<file path="src/rtl/uart_rx_apb_writer.sv">
`default_nettype none
// ============================================================================
// Module      : uart_rx_apb_writer
// Description : Oversampled 8N1 UART receiver that packs every 4 bytes into a
//               32-bit word, buffers the words in a first-word-fall-through
//               FIFO, and drains them as APB writes to incrementing addresses.
// Revision    : 1.0 - initial release
// ============================================================================
module uart_rx_apb_writer #(
  parameter int DATA_WIDTH  = 32,
  parameter int ADDR_WIDTH  = 32,
  parameter int NBYTES      = DATA_WIDTH / 8,
  parameter int NTICKS      = 16,
  parameter int FIFO_DEPTH  = 4,
  parameter int BLOCK_WORDS = 4
) (
  input  logic                  PCLK,
  input  logic                  PRESETn,
  input  logic                  rx,
  input  logic [10:0]           divisor,
  input  logic                  start,
  input  logic [ADDR_WIDTH-1:0] start_addr,
  output logic                  PSELx,
  output logic                  PENABLE,
  output logic                  PWRITE,
  output logic [NBYTES-1:0]     PSTRB,
  output logic [ADDR_WIDTH-1:0] PADDR,
  output logic [DATA_WIDTH-1:0] PWDATA,
  input  logic                  PREADY,
  output logic                  blk_done,
  output logic                  frame_err,
  output logic                  overflow,
  output logic                  busy
);

  localparam int TW  = $clog2(NTICKS);
  localparam int BCW = (NBYTES > 1) ? $clog2(NBYTES) : 1;
  localparam int PW  = (FIFO_DEPTH > 1) ? $clog2(FIFO_DEPTH) : 1;
  localparam int CW  = $clog2(FIFO_DEPTH + 1);
  localparam int WCW = (BLOCK_WORDS > 1) ? $clog2(BLOCK_WORDS) : 1;

  typedef enum logic [1:0] {RX_IDLE, RX_START, RX_DATA, RX_STOP} rx_state_t;
  typedef enum logic [1:0] {AP_IDLE, AP_SETUP, AP_ACCESS} apb_state_t;

  logic                  rx_meta, rx_sync;
  logic [10:0]           div_cnt, div_eff;
  logic                  tick;
  rx_state_t             rx_state, rx_next;
  logic [TW-1:0]         tcnt, tcnt_next;
  logic [2:0]            bcnt, bcnt_next;
  logic [7:0]            sh, sh_next;
  logic                  byte_ok, stop_bad;
  logic [BCW-1:0]        byte_cnt, slot;
  logic [DATA_WIDTH-1:0] word_buf, word_in;
  logic                  start_ok, word_full, push, pop;
  logic [DATA_WIDTH-1:0] mem [FIFO_DEPTH];
  logic [PW-1:0]         wr_ptr, rd_ptr;
  logic [CW-1:0]         cnt, cnt_next;
  logic                  empty, full;
  apb_state_t            apb_state, apb_next;
  logic [ADDR_WIDTH-1:0] ptr;
  logic [WCW-1:0]        word_cnt;

  // Two-flop synchronizer for the asynchronous serial line (idles high)
  always_ff @(posedge PCLK or negedge PRESETn) begin
    if (!PRESETn) begin
      rx_meta <= 1'b1;
      rx_sync <= 1'b1;
    end else begin
      rx_meta <= rx;
      rx_sync <= rx_meta;
    end
  end

  // Free-running oversample tick generator; divisor 0 behaves as 1
  assign div_eff = (divisor == 11'd0) ? 11'd1 : divisor;
  assign tick    = (div_cnt >= div_eff - 11'd1);
  always_ff @(posedge PCLK or negedge PRESETn) begin
    if (!PRESETn) div_cnt <= '0;
    else if (tick) div_cnt <= '0;
    else           div_cnt <= div_cnt + 11'd1;
  end

  // RX state and bit-timing registers
  always_ff @(posedge PCLK or negedge PRESETn) begin
    if (!PRESETn) begin
      rx_state <= RX_IDLE;
      tcnt     <= '0;
      bcnt     <= '0;
      sh       <= '0;
    end else begin
      rx_state <= rx_next;
      tcnt     <= tcnt_next;
      bcnt     <= bcnt_next;
      sh       <= sh_next;
    end
  end

  // RX next-state: half-bit start check, mid-bit data samples, stop check
  always_comb begin
    rx_next   = rx_state;
    tcnt_next = tcnt;
    bcnt_next = bcnt;
    sh_next   = sh;
    byte_ok   = 1'b0;
    stop_bad  = 1'b0;
    case (rx_state)
      RX_IDLE: begin
        if (!rx_sync) begin
          rx_next   = RX_START;
          tcnt_next = '0;
        end
      end
      RX_START: begin
        if (tick) begin
          if (tcnt == TW'(NTICKS / 2 - 1)) begin
            tcnt_next = '0;
            bcnt_next = '0;
            rx_next   = rx_sync ? RX_IDLE : RX_DATA;
          end else begin
            tcnt_next = tcnt + TW'(1);
          end
        end
      end
      RX_DATA: begin
        if (tick) begin
          if (tcnt == TW'(NTICKS - 1)) begin
            tcnt_next = '0;
            sh_next   = {rx_sync, sh[7:1]};
            if (bcnt == 3'd7) rx_next = RX_STOP;
            else              bcnt_next = bcnt + 3'd1;
          end else begin
            tcnt_next = tcnt + TW'(1);
          end
        end
      end
      RX_STOP: begin
        if (tick) begin
          if (tcnt == TW'(NTICKS - 1)) begin
            tcnt_next = '0;
            rx_next   = RX_IDLE;
            byte_ok   = rx_sync;
            stop_bad  = !rx_sync;
          end else begin
            tcnt_next = tcnt + TW'(1);
          end
        end
      end
      default: rx_next = RX_IDLE;
    endcase
  end

  // A honoured start redirects an arriving byte into slot 0
  assign empty     = (cnt == '0);
  assign full      = (cnt == CW'(FIFO_DEPTH));
  assign start_ok  = start && (apb_state == AP_IDLE) && empty;
  assign slot      = start_ok ? '0 : byte_cnt;
  assign word_full = byte_ok && (slot == BCW'(NBYTES - 1));
  assign push      = word_full && !full;
  assign pop       = (apb_state == AP_ACCESS) && PREADY;
  assign cnt_next  = cnt + CW'(push) - CW'(pop);

  // Merge the newly received byte into the partial word
  always_comb begin
    word_in = word_buf;
    word_in[8*slot +: 8] = sh;
  end

  // Byte packing, overflow flag and frame-error pulse
  always_ff @(posedge PCLK or negedge PRESETn) begin
    if (!PRESETn) begin
      word_buf  <= '0;
      byte_cnt  <= '0;
      overflow  <= 1'b0;
      frame_err <= 1'b0;
    end else begin
      frame_err <= stop_bad;
      if (byte_ok) begin
        word_buf <= word_in;
        byte_cnt <= slot + BCW'(1);
      end else if (start_ok) begin
        byte_cnt <= '0;
      end
      if (start_ok)              overflow <= 1'b0;
      else if (word_full && full) overflow <= 1'b1;
    end
  end

  // FIFO storage; contents need no reset since occupancy gates every read
  always_ff @(posedge PCLK) begin
    if (push) mem[wr_ptr] <= word_in;
  end

  // FIFO pointers and occupancy
  always_ff @(posedge PCLK or negedge PRESETn) begin
    if (!PRESETn) begin
      wr_ptr <= '0;
      rd_ptr <= '0;
      cnt    <= '0;
    end else begin
      cnt <= cnt_next;
      if (push) wr_ptr <= (wr_ptr == PW'(FIFO_DEPTH - 1)) ? '0 : wr_ptr + PW'(1);
      if (pop)  rd_ptr <= (rd_ptr == PW'(FIFO_DEPTH - 1)) ? '0 : rd_ptr + PW'(1);
    end
  end

  // APB state register
  always_ff @(posedge PCLK or negedge PRESETn) begin
    if (!PRESETn) apb_state <= AP_IDLE;
    else          apb_state <= apb_next;
  end

  // APB next-state: back-to-back transfers when the FIFO stays non-empty
  always_comb begin
    apb_next = apb_state;
    case (apb_state)
      AP_IDLE:   if (!empty) apb_next = AP_SETUP;
      AP_SETUP:  apb_next = AP_ACCESS;
      AP_ACCESS: if (PREADY) apb_next = (cnt_next != '0) ? AP_SETUP : AP_IDLE;
      default:   apb_next = AP_IDLE;
    endcase
  end

  // Address pointer, block word counter and block-done pulse
  always_ff @(posedge PCLK or negedge PRESETn) begin
    if (!PRESETn) begin
      ptr      <= '0;
      word_cnt <= '0;
      blk_done <= 1'b0;
    end else begin
      blk_done <= 1'b0;
      if (start_ok) begin
        ptr      <= start_addr;
        word_cnt <= '0;
      end else if (pop) begin
        ptr <= ptr + ADDR_WIDTH'(NBYTES);
        if (word_cnt == WCW'(BLOCK_WORDS - 1)) begin
          word_cnt <= '0;
          blk_done <= 1'b1;
        end else begin
          word_cnt <= word_cnt + WCW'(1);
        end
      end
    end
  end

  // APB outputs decode straight from state so reset drops PSELx at once
  assign PSELx   = (apb_state != AP_IDLE);
  assign PENABLE = (apb_state == AP_ACCESS);
  assign PWRITE  = PSELx;
  assign PSTRB   = {NBYTES{PSELx}};
  assign PADDR   = PSELx ? ptr : '0;
  assign PWDATA  = PSELx ? mem[rd_ptr] : '0;
  assign busy    = PSELx || !empty;

endmodule
`default_nettype wire
</file>
<file path="config.mk">
export PLATFORM = sky130hd
export DESIGN_NAME = uart_rx_apb_writer
export DESIGN_NICKNAME = d
export VERILOG_FILES = /design/src/rtl/uart_rx_apb_writer.sv
export SDC_FILE = /design/constraint.sdc
export NUM_CORES = 1
export LEC_CHECK = 0
export CORE_ASPECT_RATIO = 1.2
export CORE_MARGIN = 2
export CORE_UTILIZATION = 45
export CTS_BUF_LIST = sky130_fd_sc_hd__clkbuf_4 sky130_fd_sc_hd__clkbuf_8 sky130_fd_sc_hd__clkbuf_16
export CTS_CLUSTER_DIAMETER = 200
export CTS_CLUSTER_SIZE = 24
export DETAILED_ROUTE_END_ITERATION = 8
export DONT_BUFFER_PORTS = 1
export GPL_TIMING_DRIVEN = 0
export PLACE_DENSITY = 0.58
export SYNTH_ARGS = -nofsm -noshare
export SYNTH_HDL_FRONTEND = slang
export SYNTH_SLANG_ARGS = --single-unit
</file>
<file path="constraint.sdc">
create_clock -name PCLK -period 3.45 [get_ports PCLK]
set_input_delay 1.035 -clock PCLK [delete_from_list [all_inputs] [get_ports PCLK]]
set_output_delay 1.035 -clock PCLK [all_outputs]
set_load 0.005 [all_outputs]
</file>
==> results.txt <==
Run status - complete, but fails checks
Violated checks - negative setup slack
Synthesized instance count - 892
Total of warnings raised by yosys - 0
Post-synthesis average cell area - 12.6 um2
Worst setup margin - -0.874 ns
Net count of the finished layout - 1029
Part of the Yosys area used for sequential elements - 58.9%
Top library cells by usage in the layout, fill and taps aside - sky130_fd_sc_hd__edfxtp_1, sky130_fd_sc_hd__dfrtp_1, sky130_fd_sc_hd__nand2_1, sky130_fd_sc_hd__and2_1, sky130_fd_sc_hd__o21ai_0
Setup repair after global routing missed its margin - yes
Final count of pins violating max slew - 0
Total detailed-routing wirelength - 24.3 mm
Critical path peak fanout - 3
Max-cap violations - 0
Most common cell after layout, fill and taps aside - sky130_fd_sc_hd__edfxtp_1
Core area - 24600 um2
Class of the tightest hold or removal check - input port to async pin
Final design utilization - 52.5%
Number of buffers added on ports - 0
Pin count of the biggest net entering global routing - 111
Die Width - 148 um
Crit path time final - 4.32 ns
Path type of the worst setup path - input port to register
Placed Area - 11800 um2
M1 GR Usage - 24.5%
Count of hold buffers inserted by post-cts repair - 0
Residual DRC - 0
Depth of the CTS H-tree - 1
Root buffer cell - sky130_fd_sc_hd__clkbuf_16
Antenna viol nets, final - 0
FFs w/ async S/R, synth - 46.2%
Number of endpoints with negative hold slack in the final report - 0
TritonCTS Sinks - 238
Via count of the first global-routing pass - 6888
Number of storage elements in the synthesis netlist - 238
Number of buffers inserted during clock tree synthesis - 13
GRT overflow - 0
Wire length per cell - 19.0 um
Cell area after layout - 12900 um2
Routed via count divided by cell count - 5.38
Path depth of the worst reg2reg path - 14
Global route hottest layer - met2
Slack of the worst reg-to-reg path - 0.20 ns
Number of DRC violations after detailed-routing iteration 0 - 389
DPL Wire Length - 14.8 mm
Setup violations, final - 197
Final setup skew - 0.00957 ns
Final critical-path share of the clock period - 125%
Power per cell area - 581 nW/um2
Arrival time reported for the critical path endpoint - 4.65 ns
Initial antenna violation count - 0
Slew at the pin closest to its max-slew limit - 0.926 ns
DR vias - 6889
Total iterations of the first detailed-routing run - 4
Tot GR Track Use - 18.5%
Layout cells sized above 1 - 20.8%
Worst slew slack as a fraction of its limit - 38.1%
Site row count - 63
Initial Utilization - 45.5%
Max Fclk - 231 MHz
Worst Setup End Kind - register
Syn-to-layout area delta - 15.2%
Clock tree from TritonCTS - built
Reg-to-Reg Start - apb_state[1]
Worst path required time - 3.78 ns
Chip Height - 177 um
Skew-Pair Late Insertion Delay - 0.47 ns
Leakage - 4.74 nW
Worst Setup SP - divisor[6]
Wire length of the first global-routing pass - 38.1 mm
Worst IR Drop VDD - 0.000241 V
Bufs on Longest Clock Path - 3
Overall die area - 26200 um2
GRT met2 Usage - 31.5%
Commonest register cell after synthesis - sky130_fd_sc_hd__edfxtp_1
Clock slew at reported path FFs - 0.10 ns
Synth Cell Area - 11200 um2
Unique masters post-synth - 65
GPL Wtd Cong - 0.744
Ant. Diodes - 0
Number of primary I/O pins - 123
Crit path launch type - input port
Syn_nets - 971
Number of flops mapped to enable cells by yosys - 128
Met3 GRT Util - 2.91%
-- path summary, 6_finish.rpt --
kind | end
worst max-delay path | apb_state[0]
max in group asynchronous | rx_sync
min in group PCLK | rx_sync
worst min-delay path | word_buf[11]
worst max register to register | apb_state[0]
worst min register to register | rx_sync
-- power by group --
group | leakage, nW | internal, W | switching, W | total [W]
logic | 2.06 | 0.00110 | 0.00114 | 0.00224
registers | 2.49 | 0.00325 | 0.000330 | 0.00358
clock network | 0.200 | 0.000790 | 0.000889 | 0.00168
-- area by class of cell --
type                       instances  area (um2)
fill                            2139       11700
timing repair buffer              40         587
inverter                          53         203
multi-input combinational        552        4410
clock buffer                      21         392
sequential                       238        6600
tap                              325         407
buffer                            52         300
-- cells by family (layout without fill, tap and decap cells) --
| family | count (synthesis) | after routing | share of synthesized area, % |
|---|---|---|---|
| flops | 238 | 238 | 58.9 |
| mux | 46 | 46 | 7.88 |
| xor+xnor | 50 | 50 | 3.91 |
| buf+inv | 106 | 166 | 4.12 |
| compound gates | 130 | 130 | 7.77 |
| fa+ha+maj | 31 | 31 | 3.53 |
| simple gates | 291 | 295 | 13.8 |
-- worst max-delay path: stages --
cell and delay [ns]:
sky130_fd_sc_hd__or4_4 0.54, sky130_fd_sc_hd__nor4_4 0.18, sky130_fd_sc_hd__a31oi_1 0.15, sky130_fd_sc_hd__ha_2 0.22, sky130_fd_sc_hd__nand2_4 0.08, sky130_fd_sc_hd__nor3_4 0.04, sky130_fd_sc_hd__xnor2_1 0.12, sky130_fd_sc_hd__ha_1 0.29
sky130_fd_sc_hd__and3_4 0.18, sky130_fd_sc_hd__a221o_1 0.38, sky130_fd_sc_hd__a21oi_4 0.21, sky130_fd_sc_hd__a21o_4 0.18, sky130_fd_sc_hd__a21oi_4 0.05, sky130_fd_sc_hd__ha_4 0.17, sky130_fd_sc_hd__fa_2 0.34, sky130_fd_sc_hd__xnor2_2 0.15
sky130_fd_sc_hd__nor4b_2 0.26, sky130_fd_sc_hd__a2111oi_2 0.06
-- registers in the layout (all words and copies together), names as in the netlist, 2 cells and up, named ones only --
name and count:
apb_state 2, bcnt 3, byte_cnt 2, cnt 3
div_cnt 11, mem 128, ptr 32, rd_ptr 2
sh 8, tcnt 4, word_buf 32, word_cnt 2
wr_ptr 2
-- synthesized netlist by cell type (all sizes together) (19+ instances only) --
library cell | number | area [um2]
mux4 | 32 | 721
inv | 52 | 195
xor2 | 25 | 219
xnor2 | 25 | 219
nor2 | 45 | 176
nand2 | 99 | 389
and2 | 69 | 432
buf | 34 | 189
nand3 | 22 | 115
a22o | 34 | 298
ha | 30 | 375
o21ai | 64 | 328
dfrtp | 108 | 2700
clkbuf | 19 | 73.8
edfxtp | 128 | 3840
-- routing by layer --
layer	part of all wire [%]	vias to the layer above
met5	0	-
met4	2.4	0
met3	4.5	30
met2	50	129
met1	43	3463
li1	-	3267
-- repair_timing --
| item | in CTS | in global routing |
|---|---|---|
| gates resized for setup | 18 | 45 |
| setup buffers | 21 | 18 |
| gates cloned | 7 | 0 |
| pin swaps | 8 | 3 |
| endpoints found under the setup margin | 232 | 262 |
-- stage by stage --
| step | power [W] | setup slack, ns | TNS, ns | hold slack, ns | cells |
|---|---|---|---|---|---|
| after floorplan | 0.00528 | -1.38 | -203.56 | 0.345 | 892 |
| after global placement | 0.00577 | -2.09 | -345.79 | 0.346 | 1217 |
| after detailed placement | 0.00580 | -2.11 | -347.87 | 0.348 | 1217 |
| after CTS | 0.00752 | -0.964 | -120.02 | 0.237 | 1266 |
| after global routing | 0.00796 | -1.01 | -124.96 | 0.223 | 1281 |
| final | 0.00750 | -0.874 | -93.74 | 0.249 | 1281 |
Note: power is estimated with default switching activity, not from simulation.
